===== config.mk =====
export PLATFORM = sky130hd
export DESIGN_NAME = line_clear_engine
export DESIGN_NICKNAME = d
export VERILOG_FILES = /design/src/rtl/tetris_pkg.sv /design/src/rtl/line_clear_engine_score_accum.sv /design/src/rtl/line_clear_engine.sv
export SDC_FILE = /design/constraint.sdc
export NUM_CORES = 1
export LEC_CHECK = 0
export ABC_AREA = 1
export ABC_CLOCK_PERIOD_IN_PS = 3630
export BUFFER_PORTS_ARGS = -buffer_cell sky130_fd_sc_hd__clkbuf_2
export CORE_MARGIN = 10
export CORE_UTILIZATION = 40
export DETAILED_ROUTE_END_ITERATION = 10
export PLACE_DENSITY = 0.58
export SYNTH_ARGS = -nofsm -noshare
export SYNTH_HDL_FRONTEND = slang
export SYNTH_SLANG_ARGS = --single-unit

===== constraint.sdc =====
create_clock -name clk -period 3.63 [get_ports clk]
set_clock_uncertainty 0.1 [all_clocks]
set_input_delay 1.089 -clock clk [delete_from_list [all_inputs] [get_ports clk]]
set_output_delay 1.089 -clock clk [all_outputs]
set_load 0.01 [all_outputs]

===== src/rtl/tetris_pkg.sv =====
// Shared types and constants for the line clear engine: FSM state
// encoding, line-count width and score weights for 1/2/3/4+ lines.
package tetris_pkg;

    typedef enum logic [1:0] {
        S_IDLE  = 2'd0,
        S_SCAN  = 2'd1,
        S_SHIFT = 2'd2,
        S_DONE  = 2'd3
    } lce_state_t;

    localparam int LINES_W = 6;
    localparam int SCORE_W = 20;

    localparam logic [SCORE_W-1:0] SCORE_1 = 20'd40;
    localparam logic [SCORE_W-1:0] SCORE_2 = 20'd100;
    localparam logic [SCORE_W-1:0] SCORE_3 = 20'd300;
    localparam logic [SCORE_W-1:0] SCORE_4 = 20'd1200;

endpackage


===== src/rtl/line_clear_engine_score_accum.sv =====
// score_accum: turns the number of lines removed in a pass into points
// and adds them to a saturating score register. Only built when the
// SCORE_LINES_EN macro is defined in the top level.
module score_accum
    import tetris_pkg::*;
(
    input  logic               clk,
    input  logic               reset,
    input  logic               add_en,
    input  logic [LINES_W-1:0] lines,
    output logic [SCORE_W-1:0] score
);

    logic [SCORE_W-1:0] weight_s;
    logic [SCORE_W:0]   sum_s;
    logic [SCORE_W-1:0] score_r;

    // Points awarded for a single pass; four or more lines pay the top weight
    always_comb begin
        weight_s = '0;
        case (lines)
            6'd0:    weight_s = '0;
            6'd1:    weight_s = SCORE_1;
            6'd2:    weight_s = SCORE_2;
            6'd3:    weight_s = SCORE_3;
            default: weight_s = SCORE_4;
        endcase
    end

    // One extra bit exposes overflow so the register can clamp
    always_comb begin
        sum_s = {1'b0, score_r} + {1'b0, weight_s};
    end

    // Accumulator, clamped at all ones
    always_ff @(posedge clk) begin
        if (reset) begin
            score_r <= '0;
        end else if (add_en) begin
            score_r <= sum_s[SCORE_W] ? {SCORE_W{1'b1}} : sum_s[SCORE_W-1:0];
        end
    end

    assign score = score_r;

endmodule


===== src/rtl/line_clear_engine.sv =====
// line_clear_engine: register-based playfield occupancy with piece
// locking, a row-by-row clear pass (bottom to top) that collapses full
// rows, a registered render read port and a spawn-area game-over flag.
// Optional: define SCORE_LINES_EN to add the score port and accumulator.
module line_clear_engine
    import tetris_pkg::*;
#(
    parameter int WIDTH      = 10,
    parameter int HEIGHT     = 20,
    parameter int SPAWN_ROWS = 2
) (
    input  logic                       clk,
    input  logic                       reset,
    input  logic                       lock_valid,
    input  logic [$clog2(HEIGHT)-1:0]  lock_row,
    input  logic [WIDTH-1:0]           lock_mask,
    output logic                       lock_ready,
    input  logic                       start,
    output logic                       busy,
    output logic                       done,
    output logic [LINES_W-1:0]         lines_cleared,
    input  logic [$clog2(HEIGHT)-1:0]  rd_row,
    output logic [WIDTH-1:0]           rd_data,
    output logic                       game_over
`ifdef SCORE_LINES_EN
    ,
    output logic [SCORE_W-1:0]         score
`endif
);

    localparam int ROW_W = $clog2(HEIGHT);
    localparam logic [ROW_W-1:0] LAST_ROW = ROW_W'(HEIGHT - 1);

    logic [WIDTH-1:0]   board_r [HEIGHT];
    lce_state_t         state_r, state_s;
    logic [ROW_W-1:0]   ptr_r, ptr_s;
    logic [LINES_W-1:0] cnt_r, cnt_s;
    logic               busy_r;
    logic               done_r;
    logic [LINES_W-1:0] lines_cleared_r;
    logic [WIDTH-1:0]   rd_data_r;
    logic               game_over_r;
    logic               row_full_s;
    logic               lock_fire_s;
    logic               spawn_any_s;

    // A lock lands only while idle and only for rows that exist
    always_comb begin
        lock_fire_s = lock_valid && !busy_r && (int'(lock_row) < HEIGHT);
        row_full_s  = &board_r[ptr_r];
    end

    // Next-state logic for the clear pass
    always_comb begin
        state_s = state_r;
        ptr_s   = ptr_r;
        cnt_s   = cnt_r;
        case (state_r)
            S_IDLE: begin
                if (start) begin
                    state_s = S_SCAN;
                    ptr_s   = LAST_ROW;
                    cnt_s   = '0;
                end else begin
                    state_s = S_IDLE;
                end
            end
            S_SCAN: begin
                if (row_full_s) begin
                    state_s = S_SHIFT;
                end else if (ptr_r == '0) begin
                    state_s = S_DONE;
                end else begin
                    ptr_s = ptr_r - ROW_W'(1);
                end
            end
            S_SHIFT: begin
                // Pointer stays put: the row that fell into place is rescanned
                state_s = S_SCAN;
                cnt_s   = (cnt_r == 6'd63) ? cnt_r : cnt_r + 6'd1;
            end
            S_DONE: begin
                state_s = S_IDLE;
            end
            default: begin
                state_s = S_IDLE;
            end
        endcase
    end

    // FSM registers; status outputs are derived from the next state so they
    // are registered yet line up with the state they describe
    always_ff @(posedge clk) begin
        if (reset) begin
            state_r         <= S_IDLE;
            ptr_r           <= LAST_ROW;
            cnt_r           <= '0;
            busy_r          <= 1'b0;
            done_r          <= 1'b0;
            lines_cleared_r <= '0;
        end else begin
            state_r <= state_s;
            ptr_r   <= ptr_s;
            cnt_r   <= cnt_s;
            busy_r  <= (state_s != S_IDLE);
            done_r  <= (state_s == S_DONE);
            if (state_s == S_DONE) begin
                lines_cleared_r <= cnt_s;
            end
        end
    end

    // Playfield storage: collapse on SHIFT, otherwise OR in accepted locks
    always_ff @(posedge clk) begin
        if (reset) begin
            for (int k = 0; k < HEIGHT; k++) begin
                board_r[k] <= '0;
            end
        end else if (state_r == S_SHIFT) begin
            board_r[0] <= '0;
            for (int k = 1; k < HEIGHT; k++) begin
                if (k <= int'(ptr_r)) begin
                    board_r[k] <= board_r[k-1];
                end
            end
        end else if (lock_fire_s) begin
            board_r[lock_row] <= board_r[lock_row] | lock_mask;
        end
    end

    // Any occupied cell in the spawn rows ends the game
    always_comb begin
        spawn_any_s = 1'b0;
        for (int k = 0; k < SPAWN_ROWS; k++) begin
            spawn_any_s = spawn_any_s | (|board_r[k]);
        end
    end

    // Render read port and game-over flag, both one cycle behind the board
    always_ff @(posedge clk) begin
        if (reset) begin
            rd_data_r   <= '0;
            game_over_r <= 1'b0;
        end else begin
            rd_data_r   <= (int'(rd_row) < HEIGHT) ? board_r[rd_row] : '0;
            game_over_r <= spawn_any_s;
        end
    end

`ifdef SCORE_LINES_EN
    score_accum u_score_accum (
        .clk    (clk),
        .reset  (reset),
        .add_en (state_s == S_DONE),
        .lines  (cnt_s),
        .score  (score)
    );
`endif

    assign lock_ready    = ~busy_r;
    assign busy          = busy_r;
    assign done          = done_r;
    assign lines_cleared = lines_cleared_r;
    assign rd_data       = rd_data_r;
    assign game_over     = game_over_r;

endmodule


==> After elaboration in Yosys (flattened, before gate mapping) <==
Memory sizes are Yosys's and may differ from the RTL's. A register that Yosys moved wholly into a read port is not among the register bits.
Index checks and enable logic that the tools add are counted.
{ "op_classes": {"addsub": 2, "order_cmp": 21, "eq_ne": 8, "mux": 121, "bitwise_logic": 24, "reduce_logical": 13} }
{ "ops": {"columns": ["cell", "n"], "rows": [
  ["10-bit two-way mux", 21],
  ["1-bit two-way mux", 87],
  ["4-bit by 5-bit less-or-equal comparator with 1-bit output (first input constant)", 8],
  ["5-bit two-way mux", 6],
  ["10-bit OR reduction", 3],
  ["1-bit OR", 21],
  ["3-bit by 5-bit less-or-equal comparator with 1-bit output (first input constant)", 4],
  ["5-bit less-or-equal comparator (first input constant)", 4],
  ["6-bit two-way mux", 2],
  ["6-bit case mux with 2 select lines", 1],
  ["2-bit by 5-bit less-or-equal comparator with 1-bit output (first input constant)", 2],
  ["5-bit < comparator (second input constant)", 2],
  ["10-bit OR", 1],
  ["5-bit case mux with 2 select lines", 1],
  ["10-bit AND reduction", 1],
  ["2-bit case mux with 4 select lines", 1],
  ["6-bit by 1-bit adder with 6-bit output (second input constant)", 1],
  ["2-bit == test (second input constant)", 3],
  ["6-bit == test (second input constant)", 1],
  ["2-bit inequality test (second input constant)", 3],
  ["1-bit by 5-bit less-or-equal comparator with 1-bit output (first input constant)", 1],
  ["5-bit logical NOT", 1],
  ["5-bit by 1-bit subtractor with 5-bit output (second input constant)", 1],
  ["2-bit two-way mux", 2],
  ["8 further kinds", 11]
]} }
{ "totals": {"register_bits": 22, "ram_bits": 200, "inputBits": 24, "output_inout_bits": 20, "word_cells": 197, "n_memories": 1} }
{ "mem_list": {"columns": ["name", "words", "word_bits", "rd", "rd_ports_with_merged_regs", "wr", "line", "source"], "rows": [
  ["board_r", 20, 10, 22, 2, 20, "line_clear_engine.sv:34", "logic [WIDTH-1:0] board_r [HEIGHT];"]
]} }

==> Logic depth before layout (Yosys ltp) <==
{ "depth": {"word_depth": 9, "ltp_mapped": 20, "ltp_nobuf": 18} }

==> Worst setup path after synthesis <==
Ideal clock, no wire load.
{ "synth_timing": {"kind": "input to register", "from": "input lock_row[2]", "to": "memory board_r[18][0], enable pin", "setup_time_ns": 0.415, "arrival_time_ns": 2.574, "required_ns": 3.115, "setup_slack_ns": 0.542, "stages": 6, "n_path_buf": 1, "cell_sequence": "nor3_1 > clkbuf_1 > nand2_1 > nand2_1 > inv_1 > o311ai_0"} }
{ "synth_lines": {"columns": ["item", "line", "source"], "rows": [
  ["start, declared", "line_clear_engine.sv:15", "input logic [$clog2(HEIGHT)-1:0] lock_row,"],
  ["end, declared", "line_clear_engine.sv:34", null]
]} }

==> qor.txt <==
Final #Nets: 2608
Hold Crit Depth: 4
Placed Cells: 3198
Critical Path Start Type: primary input
GRT Util Overall: 27.4%
Chip height: 242 um
Layout Utilization: 48.8%
Seq/Total Area, Yosys: 52.5%
Critical setup path kind: primary input to flip-flop
Maximum root-to-sink buffer count: 3
CTS Root Cell: clkbuf_16
Final hold vios: 0
Run status: finished clean
R2R depth: 15
Core Area: 48800 um2
Hold Crit Class: flip-flop to flip-flop
Max cap viols: 0
Commonest non-fill, non-tap cells in the layout: 560 x nand2_1, 320 x edfxtp_1, 265 x inv_1
Final Routed Wirelength: 83400 um
Ys Warns: 0
Clock slew at reported path FFs: 0.06 ns
Initial antenna violation count: 3
Synthesis-to-layout area growth: 20.9%
Chip width: 242 um
Total power: 11100 uW
Worst-path fanout max: 17
Top-level I/O count: 44
Pre-CTS setup slack: -0.216 ns
Hold path startpoint: lines_cleared[5]
RSZ-0062 raised after global routing: no
Total grt overflow: 0
Max-slew violation count: 0
ANT nets after route: 0
Vias in the first global route: 18400
Crit path time final: 3.27 ns
Drt drc: 0
Top achievable clock speed: 0.306 GHz
Post-synth EDFFs: 320
Yosys cell types: 49
Peak supply drop: 0.482 mV
Synthesis-stage register bit count: 357
Initial Util: 40.4%
Hold endpoint: lines_cleared[5]
WHS: 0.414 ns
Worst-skew pair later-pin latency: 0.59 ns
Slew @ Worst Pin: 0.950 ns
Avg Vias per Cell: 5.89
DP HPWL: 60600 um
Leak: 0.00986 uW
WP data arrival: 3.51 ns
Main synth FF type: edfxtp_1
Cts repair resizes: 0
First-pass GRT wire length: 121000 um
Final worst setup slack: 0.361 ns
Postcts setup bufs: 0
CP max-delay cell: a211oi_1
Max-slew headroom: 36.5%
Mapped Avg Cell Area: 8.47 um2
H-Tree Level Count: 2
Total CTS buffers: 42
CTS Sinks: 357
Multi-input gate area: 8140 um2
Crit path cell chain: clkbuf_2, nand2_2, buf_12, buf_4, o22ai_1, a221oi_1, nor2_1, a211oi_1, nand2_1, nor2_2, buf_4, inv_2, nand2_1, inv_1
Vias: 19300
Initial DRC count: 2711
Layout fillers: 4755
Setup slack, reg-to-reg: 0.49 ns
Wire per inst: 25.5 um
Row count: 81
Drt first pass iters: 7
Critical Path RT: 3.87 ns
Register cell area after layout: 10400 um2
Routability Congestion: 1.01
Crit. End Element: flip-flop
Async set-reset flop share out of synthesis: 0%
Die area: 58600 um2
Synth Instances: 2330
Slowest stage delay, CP: 0.44 ns
Final number of setup-violating endpoints: 0
Most common cell after layout, fill and taps aside: nand2_1
Pin count of the biggest net entering global routing: 71
CTS Hold Bufs: 0
CTS tree: yes
Final std cells w/o fill: 3275
Fin crit share: 90.0%
Mapped cell area: 19700 um2
Critical R2R Capture: lines_cleared[5]
PwrDens: 465 nW/um2
Proportion of layout cells with a drive suffix above 1: 12.2%
Port bufs: 43
-- Yosys cell counts, types with 14 or more instances --
cell type	n	share of area (%)
inv_2	18	0.34
clkbuf_1	80	1.5
o211ai_1	14	0.53
o22ai_1	198	6.3
inv_1	265	5.0
nor2_1	171	3.3
edfxtp_1	320	49
buf_2	28	0.71
dfxtp_1	37	3.8
o21ai_0	215	5.5
a22oi_1	65	2.5
a221oi_1	18	0.80
nand3_1	130	3.3
nand2_1	560	11
nand4_1	25	0.79
a211oi_1	14	0.53
a21oi_1	63	1.6
-- routing by layer --
layer | GRT usage, % | vias to the layer above | wire length [um]
li1 | - | 8568 | -
met1 | 35.3 | 9103 | 32600
met2 | 42.0 | 1331 | 36400
met3 | 5.85 | 291 | 9160
met4 | 15.9 | 2 | 5260
met5 | 0 | - | 11
-- registers in the layout, summed over array words and instances (netlist names), named ones only --
name	count
busy	1
cnt_r	6
state_r	2
lines_cleared	6
game_over	1
rd_data	10
done	1
ptr_r	5
board_r	320
-- worst max-delay path: cells and delay by family --
kind | cells | cell delay (ns)
buffers and inverters | 6 | 0.88
and+or+nand+nor | 5 | 0.79
AOI/OAI and AO/OA | 3 | 0.74
-- final cells by class --
class                   instances  area share, %
flip-flops and latches        357           43.4
clock buffers                  48           4.50
inverters                     287           4.52
repair buffers                220           8.58
multi-input cells            1670           34.1
diodes                          1         0.0105
well taps                     664           3.48
clock inverters                28           1.40
-- kinds of logic after synthesis --
logic type	Yosys count	share of synthesized area, %
AOI/OAI and AO/OA	627	19.3
xor gates and xnor gates	2	0.0888
adders and majority gates	6	0.380
buffers and inverters	422	8.80
DFF	357	52.5
other	1	0.0190
and+or+nand+nor	915	19.0
-- worst max path at each step --
stage | startpoint | endpoint | cells past startpoint
CTS | lock_row[0] | board_r[2][3] | 14
global route | lock_row[1] | board_r[0][8] | 14
floorplan | lock_row[2] | board_r[18][0] | 6
global placement | lock_row[0] | board_r[5][3] | 14
detailed placement | lock_row[0] | board_r[2][3] | 14
finish | lock_row[1] | board_r[0][8] | 14
-- stage by stage --
| step | setup TNS [ns] | cell area, um2 |
|---|---|---|
| 2_1_floorplan | 0 | 20200 |
| 3_3_place_gp | -8.32 | 22400 |
| 3_5_place_dp | -6.49 | 22400 |
| 4_1_cts | 0 | 23900 |
| 5_1_grt | 0 | 23900 |
| 6_report | 0 | 23900 |
-- power breakdown --
group | internal (uW) | total [uW] | switching [uW]
registers | 4770 | 4970 | 199
logic | 521 | 1680 | 1160
clock network | 2630 | 4440 | 1810
No activity file was read; power rests on OpenSTA's default activity.
